$ cat src/rtl/lsu_ctrl.sv
// Load/store unit controller: one aligned byte/half/word access at a time over a
// valid/ready data bus, big-endian lanes, zero/sign-extended load results.
module lsu_ctrl #(
  parameter int AW = 32
) (
  input  logic          clk,
  input  logic          rst_n,
  input  logic          req_valid,
  output logic          req_ready,
  input  logic          req_we,
  input  logic [1:0]    req_bmul,
  input  logic          req_sext,
  input  logic [AW-1:0] req_addr,
  input  logic [31:0]   req_wdata,
  output logic          resp_valid,
  output logic [31:0]   resp_rdata,
  output logic          resp_err,
  output logic          bus_valid,
  input  logic          bus_ready,
  output logic          bus_we,
  output logic [AW-1:0] bus_addr,
  output logic [31:0]   bus_wdata,
  output logic [3:0]    bus_be,
  input  logic          bus_rvalid,
  input  logic [31:0]   bus_rdata
);

  typedef enum logic [1:0] {IDLE, ISSUE, WAIT, RESP} state_e;

  state_e        state_q, state_d;
  logic          we_q, we_d;
  logic [1:0]    bmul_q, bmul_d;
  logic [1:0]    off_q, off_d;
  logic          sext_q, sext_d;
  logic [AW-1:0] baddr_q, baddr_d;
  logic [31:0]   bwdata_q, bwdata_d;
  logic [3:0]    bbe_q, bbe_d;
  logic [31:0]   rdata_q, rdata_d;
  logic          err_q, err_d;

  logic          req_err;
  logic [3:0]    req_be;
  logic [31:0]   req_wrep;
  logic [7:0]    byte_sel;
  logic [15:0]   half_sel;
  logic [31:0]   load_ext;

  // Incoming request: alignment check, byte enables and lane-replicated store data.
  always_comb begin
    req_err  = 1'b0;
    req_be   = 4'b0000;
    req_wrep = req_wdata;
    case (req_bmul)
      2'b00: begin
        req_be   = 4'b1000 >> req_addr[1:0];
        req_wrep = {4{req_wdata[7:0]}};
      end
      2'b01: begin
        req_err  = req_addr[0];
        req_be   = req_addr[1] ? 4'b0011 : 4'b1100;
        req_wrep = {2{req_wdata[15:0]}};
      end
      2'b10: begin
        req_err  = |req_addr[1:0];
        req_be   = 4'b1111;
      end
      default: req_err = 1'b1;
    endcase
  end

  // Offset 0 is the most significant lane of the returned word.
  always_comb begin
    byte_sel = bus_rdata[31:24];
    case (off_q)
      2'd0:    byte_sel = bus_rdata[31:24];
      2'd1:    byte_sel = bus_rdata[23:16];
      2'd2:    byte_sel = bus_rdata[15:8];
      default: byte_sel = bus_rdata[7:0];
    endcase
    half_sel = off_q[1] ? bus_rdata[15:0] : bus_rdata[31:16];
    case (bmul_q)
      2'b00:   load_ext = {{24{sext_q & byte_sel[7]}}, byte_sel};
      2'b01:   load_ext = {{16{sext_q & half_sel[15]}}, half_sel};
      default: load_ext = bus_rdata;
    endcase
  end

  always_comb begin
    state_d  = state_q;
    we_d     = we_q;
    bmul_d   = bmul_q;
    off_d    = off_q;
    sext_d   = sext_q;
    baddr_d  = baddr_q;
    bwdata_d = bwdata_q;
    bbe_d    = bbe_q;
    rdata_d  = rdata_q;
    err_d    = err_q;
    case (state_q)
      IDLE: begin
        if (req_valid) begin
          we_d   = req_we;
          bmul_d = req_bmul;
          off_d  = req_addr[1:0];
          sext_d = req_sext;
          if (req_err) begin
            rdata_d = 32'h0;
            err_d   = 1'b1;
            state_d = RESP;
          end else begin
            baddr_d  = {req_addr[AW-1:2], 2'b00};
            bwdata_d = req_wrep;
            bbe_d    = req_be;
            state_d  = ISSUE;
          end
        end
      end
      ISSUE: begin
        if (bus_ready) begin
          if (we_q) begin
            rdata_d = 32'h0;
            err_d   = 1'b0;
            state_d = RESP;
          end else begin
            state_d = WAIT;
          end
        end
      end
      WAIT: begin
        if (bus_rvalid) begin
          rdata_d = load_ext;
          err_d   = 1'b0;
          state_d = RESP;
        end
      end
      default: state_d = IDLE;
    endcase
  end

  always_ff @(posedge clk or negedge rst_n) begin
    if (!rst_n) begin
      state_q  <= IDLE;
      we_q     <= 1'b0;
      bmul_q   <= 2'b00;
      off_q    <= 2'b00;
      sext_q   <= 1'b0;
      baddr_q  <= '0;
      bwdata_q <= 32'h0;
      bbe_q    <= 4'b0000;
      rdata_q  <= 32'h0;
      err_q    <= 1'b0;
    end else begin
      state_q  <= state_d;
      we_q     <= we_d;
      bmul_q   <= bmul_d;
      off_q    <= off_d;
      sext_q   <= sext_d;
      baddr_q  <= baddr_d;
      bwdata_q <= bwdata_d;
      bbe_q    <= bbe_d;
      rdata_q  <= rdata_d;
      err_q    <= err_d;
    end
  end

  assign req_ready  = (state_q == IDLE);
  assign bus_valid  = (state_q == ISSUE);
  assign resp_valid = (state_q == RESP);
  assign bus_we     = we_q;
  assign bus_addr   = baddr_q;
  assign bus_wdata  = bwdata_q;
  assign bus_be     = bbe_q;
  assign resp_rdata = rdata_q;
  assign resp_err   = err_q;

endmodule

$ cat config.mk
export PLATFORM = sky130hd
export DESIGN_NAME = lsu_ctrl
export DESIGN_NICKNAME = d
export VERILOG_FILES = /design/src/rtl/lsu_ctrl.sv
export SDC_FILE = /design/constraint.sdc
export NUM_CORES = 1
export LEC_CHECK = 0
export CELL_PAD_IN_SITES_DETAIL_PLACEMENT = 1
export CELL_PAD_IN_SITES_GLOBAL_PLACEMENT = 2
export CORE_MARGIN = 5
export CORE_UTILIZATION = 27
export CTS_BUF_LIST = sky130_fd_sc_hd__clkbuf_4 sky130_fd_sc_hd__clkbuf_8
export CTS_CLUSTER_SIZE = 28
export DETAILED_ROUTE_END_ITERATION = 10
export HOLD_SLACK_MARGIN = 0.05
export PLACE_DENSITY_LB_ADDON = 0.1
export SLEW_MARGIN = 20
export SYNTH_ARGS = -nofsm -noshare
export SYNTH_HDL_FRONTEND = slang
export SYNTH_SLANG_ARGS = --single-unit
$ cat constraint.sdc
create_clock -name clk -period 2.5 [get_ports clk]
set_input_delay 0.375 -clock clk [delete_from_list [all_inputs] [get_ports clk]]
set_output_delay 0.375 -clock clk [all_outputs]
set_load 0.1 [all_outputs]
==> results of run 1 <==
-- cell families (layout without fill, tap and decap cells) --
kind of cell | Yosys count | after routing | share of synthesized area [%]
compound gates | 119 | 119 | 16.0
buf+inv | 62 | 266 | 5.09
flops | 107 | 107 | 50.4
fa+ha+maj | 5 | 5 | 1.18
mux | 85 | 85 | 17.2
other cells | 1 | 3 | 0.0707
simple gates | 115 | 115 | 10.0
-- metal layers --
| metal | up-vias | global-route usage, % | routed length, um |
|---|---|---|---|
| met5 | - | 0 | 0 |
| met4 | 0 | 3.43 | 156 |
| met3 | 8 | 7.04 | 1650 |
| met2 | 140 | 27.3 | 9110 |
| met1 | 2271 | 21.1 | 7830 |
| li1 | 2176 | - | - |
-- flip-flops by register name, summed over array words and instances (netlist names), 2 cells and up --
signal      flops
bus_addr       30
bus_be          4
off_q           2
bmul_q          2
state_q         2
bus_wdata      32
resp_rdata     32
-- worst register-to-register path: stages, from the launching register on --
cell       delay (ns)
dfrtp_1          0.42
inv_1            0.11
ha_2             0.25
a222oi_1         0.49
buf_4            0.45
nand4_1          0.18
o2bb2ai_1        0.18
-- worst min-delay path by stage --
stage               slack [ns]  depth (start not counted)             to           from
finish                    0.49                          1      bus_be[3]      bus_be[3]
global route              0.52                          1      bus_be[1]      bus_be[1]
CTS                       0.49                          1      bus_be[3]      bus_be[3]
detailed placement        0.47                          1      bus_be[3]      bus_be[3]
global placement          0.47                          2  bus_wdata[24]  bus_wdata[24]
floorplan                 0.08                          0      bmul_q[0]          rst_n
-- final cells by class --
type                            instances  share of cell area (%)
Tap cell                              265                    4.30
Clock buffer                           10                    1.78
Multi-Input combinational cell        326                    30.9
Clock inverter                          6                   0.633
Inverter                               19                   0.925
Timing Repair Buffer                  231                    26.7
Sequential cell                       107                    34.7
Antenna cell                            1                  0.0325
-- metrics by stage --
stage | std cells | instance area [sq um] | hold WS (ns)
after floorplan | 495 | 5310 | 0.0794
after global placement | 947 | 7510 | 0.467
after detailed placement | 947 | 7510 | 0.469
after CTS | 964 | 7710 | 0.495
after global routing | 964 | 7710 | 0.519
final | 965 | 7710 | 0.490
-- cells in the mapped netlist, types with 2 or more instances --
cell and n:
dfrtp_1 107, nand2b_1 4, buf_2 15, a221oi_1 6
a21oi_1 16, inv_1 19, clkbuf_1 22, a211o_1 7
nand2_1 62, buf_4 3, mux2i_1 35, o2bb2ai_1 25
nor3_1 2, o21ai_0 32, ha_1 5, a21o_1 2
nor2_1 15, o311ai_0 6, buf_1 2, mux2_2 50
nand4_1 25, o21a_1 14
-- repair_timing --
item / CTS / global route
hold endpoints to repair: 1 / 0
hold buffers: 1 / 0
resized for setup: 0 / 0
==> qor.yml, run 1 <==
outcome:
  status: "finished clean"
routing:
  routed_via_density: 4.76
  drt_iter0_drc: 133
  ant_nets: 0
  wl_um: 18700
  drc: 0
  wire_per_inst_um: 19.4
  vias: 4595
  drtPass1Iterations: 4
synthesis:
  synthFlopType: "dfrtp_1"
  yosysWarnings: 0
  synth_top_area_share_pct: 50.4
  async_flop_share_pct: 100
  synth.avg_cell_area_sq_um: 10.7
  synthTopCellsByArea: "dfrtp_1 (50%), mux2_2 (11%), mux2i_1 (6.6%)"
  netlist_area_sq_um: 5310
  synth_seq_cells: 107
  ys_seq_area_share_pct: 50.4
  synth_cells: 494
  synthDistinctLibCells: 42
  yosys.area.top_type: "dfrtp_1"
  synth_edf_count: 0
layout:
  regArea_sq_um: 2680
  drive_gt1_share_pct: 28.8
  utilization_pct: 39.8
  mostFrequentLayoutCells: "buf_4 (122), dfrtp_1 (107), clkdlybuf4s50_1 (103), nand2_1 (62), mux2_2 (50)"
  fillers: 2202
  area_growth_pct: 45.3
  layout.nets: 804
  final_common_cell: "buf_4"
  multi_input_area_sq_um: 2380
min_path:
  hp-class: "register to register"
floorplan:
  rows: 51
  die_y_um: 150
  coreArea_sq_um: 19400
  dieArea_sq_um: 22600
  ios: 210
  start_util_pct: 27.4
  die_width_um: 150
setup_path:
  reg2reg_depth: 6
  critical_path.startpoint_type: "register"
  cp_data_required_time_ns: 2.81
  path_class: "register to register"
  crit_fanout: 29
  arrival_ns: 2.46
  r2r_setup_slack_ns: 0.35
  crit_cells: 6
  crit_buf_inv: 2
  slowest_delay_ns: 0.49
  rr_startpoint: "state_q[0]"
  path_delay_family: "compound AO/OA/AOI/OAI gates"
  endpoint_kind: "register"
  crit_path_top_delay_cell: "a222oi_1"
  path_cells: "inv_1 > ha_2 > a222oi_1 > buf_4 > nand4_1 > o2bb2ai_1"
  rr_endpoint: "resp_rdata[14]"
  crit_start: "state_q[0]"
  cp-endpoint: "resp_rdata[14]"
sta:
  finalSetupViolCount: 0
  slew_violations: 0
  final.setup.tns_ns: 0
  relSlewSlack_pct: 35.0
  hold_violations: 0
  rsz0062_at_grt: "no"
  tightest_slew_ns: 0.971
  fin_crit_sh_pct: 85.9
  worst_slack_ns: 0.353
  period_needed_ns: 2.15
  clock-skew-final_ns: 0.0133
  fmax_mhz: 466
clock_tree:
  cts_tree: "done"
  clk_latency_ns: 0.39
  clk_pin_slew_ns: 0.11
  cts_root_buf: "clkbuf_8"
  cts_num_sinks: 107
  post_cts_buffers: 0
  clk_path_buf_depth: 2
  htree_levels: 3
  cts_buffers: 9
global_routing:
  grt.overflow.total: 0
  grt_pass1_vias: 5139
  grt_usage_pct: 16.8
  grt_pass1_wl_um: 29500
  grt_max_degree: 62
  antenna_found_initial: 0
placement:
  dpl.hpwl_um: 13700
  dp_slack_ns: 0.123
  port-buffer-count: 207
  gp_congestion: 0.790
job:
  cap_violations: 0
Power of run 1 is not shown: default switching activity piles up to over one toggle a cycle in this logic, so the estimate is an artifact.
==> run 2, diff against run 1 <==
--- a/config.mk
+++ b/config.mk
@@ -7,7 +7,7 @@
 export LEC_CHECK = 0
 export CELL_PAD_IN_SITES_DETAIL_PLACEMENT = 1
 export CELL_PAD_IN_SITES_GLOBAL_PLACEMENT = 2
-export CORE_MARGIN = 5
+export CORE_MARGIN = 2
 export CORE_UTILIZATION = 27
 export CTS_BUF_LIST = sky130_fd_sc_hd__clkbuf_4 sky130_fd_sc_hd__clkbuf_8
 export CTS_CLUSTER_SIZE = 28
==> qor.yml, run 2 (synthesis gave the netlist of run 1 again) <==
floorplan:
  rows: 51  # unchanged
  die_y_um: 144  # was 150 um
  ios: 210  # unchanged
  coreArea_sq_um: 19400  # unchanged
  die_width_um: 144  # was 150 um
  dieArea_sq_um: 20800  # was 22600 sq um
  start_util_pct: 27.4  # unchanged
sta:
  fmax_mhz: 495  # was 466 MHz
  fin_crit_sh_pct: 80.9  # was 85.9%
  slew_violations: 0  # unchanged
  relSlewSlack_pct: 37.5  # was 35.0%
  final.setup.tns_ns: 0  # unchanged
  hold_violations: 0  # unchanged
  finalSetupViolCount: 0  # unchanged
  period_needed_ns: 2.02  # was 2.15 ns
  clock-skew-final_ns: 0.0120  # was 0.0133 ns
  tightest_slew_ns: 0.934  # was 0.971 ns
  rsz0062_at_grt: "no"  # unchanged
routing:
  drtPass1Iterations: 5  # was 4
  wl_um: 18000  # was 18700 um
  drc: 0  # unchanged
  drt_iter0_drc: 165  # was 133
  routed_via_density: 4.81  # was 4.76
  vias: 4639  # was 4595
  ant_nets: 0  # unchanged
  wire_per_inst_um: 18.7  # was 19.4 um
layout:
  fillers: 2201  # was 2202
  regArea_sq_um: 2680  # unchanged
  area_growth_pct: 45.4  # was 45.3%
  layout.nets: 805  # was 804
  n_antenna_cell: 0  # was 1
  drive_gt1_share_pct: 28.9  # was 28.8%
  final_common_cell: "buf_4"  # unchanged
  mostFrequentLayoutCells: "buf_4 (123), dfrtp_1 (107), clkdlybuf4s50_1 (103), nand2_1 (62), mux2_2 (50)"  # was buf_4 (122), dfrtp_1 (107), clkdlybuf4s50_1 (103), nand2_1 (62), mux2_2 (50)
  multi_input_area_sq_um: 2380  # about the same
outcome:
  status: "finished clean"  # unchanged
setup_path:
  cp_data_required_time_ns: 2.75  # was 2.81 ns
  rr_startpoint: "state_q[0]"  # unchanged
  crit_start: "state_q[0]"  # unchanged
  critical_path.startpoint_type: "register"  # unchanged
  endpoint_kind: "register"  # unchanged
  arrival_ns: 2.27  # was 2.46 ns
  crit_fanout: 33  # was 29
  path_class: "register to register"  # unchanged
placement:
  port-buffer-count: 207  # unchanged
  dpl.hpwl_um: 13100  # was 13700 um
  gp_congestion: 0.748  # was 0.790
clock_tree:
  clk_path_buf_depth: 2  # unchanged
  cts_buffers: 9  # unchanged
  postCtsResizedCells: 0  # unchanged
  clk_pin_slew_ns: 0.11  # about the same
  cts_root_buf: "clkbuf_8"  # unchanged
  clk_latency_ns: 0.38  # was 0.39 ns
  cts_num_sinks: 107  # unchanged
  ctsHoldBuffers: 0  # was 1
  htree_levels: 3  # unchanged
  post_cts_buffers: 0  # unchanged
  cts_tree: "done"  # unchanged
global_routing:
  grt_pass1_wl_um: 28000  # was 29500 um
  grt.overflow.total: 0  # unchanged
  antenna_found_initial: 0  # unchanged
  grt_pass1_vias: 4990  # was 5139
  grt_usage_pct: 17.5  # was 16.8%
  grt_max_degree: 108  # was 62
min_path:
  hp-class: "primary input to async pin"  # was register to register
job:
  cap_violations: 0  # unchanged
==> run 2: cell type report <==
class	instances	area share, %
Sequential cell	107	34.7
Clock inverter	5	0.486
Timing Repair Buffer	232	26.9
Clock buffer	11	1.88
Inverter	19	0.924
Multi-Input combinational cell	326	30.8
Tap cell	265	4.30
==> run 2: final timing paths <==
kind / slack (ns) / depth (start not counted) / endpoint
min in group clk: 0.49 / 1 / bus_be[1]
worst min register to register: 0.49 / 1 / bus_be[1]
max in group asynchronous: 1.93 / 2 / state_q[1]
worst max-delay path: 0.48 / 7 / resp_rdata[2]
worst min-delay path: 0.05 / 2 / bus_addr[29]
worst max register to register: 0.48 / 7 / resp_rdata[2]
==> run 2: layer usage <==
| layer | GRT usage (%) | share of wire [%] |
|---|---|---|
| met3 | 5.50 | 8.0 |
| met4 | 5.42 | 1.8 |
| met1 | 22.8 | 44 |
| met2 | 27.8 | 46 |
| met5 | 0 | 0 |
==> run 2: through the flow <==
stage / area [sq um] / instances / util, % / worst slack (ns) / hold slack (ns)
2_1_floorplan: 5310 / 495 / - / 0.0836 / 0.0794
3_3_place_gp: 7540 / 949 / 38.8 / 0.293 / 0.466
3_5_place_dp: 7540 / 949 / 38.8 / 0.163 / 0.472
4_1_cts: 7720 / 965 / 39.8 / 0.480 / 0.100
5_1_grt: 7720 / 965 / 39.8 / 0.290 / 0.108
6_report: 7720 / 965 / 39.8 / 0.478 / 0.0503
==> run 2: worst max-delay path: stages, from the launching register on <==
cell,delay [ns]
dfrtp_1,0.42
inv_1,0.10
ha_2,0.24
a222oi_1,0.31
buf_4,0.32
nand3_2,0.13
buf_12,0.21
mux2i_1,0.14
Power of run 2 is left out for the same reason.
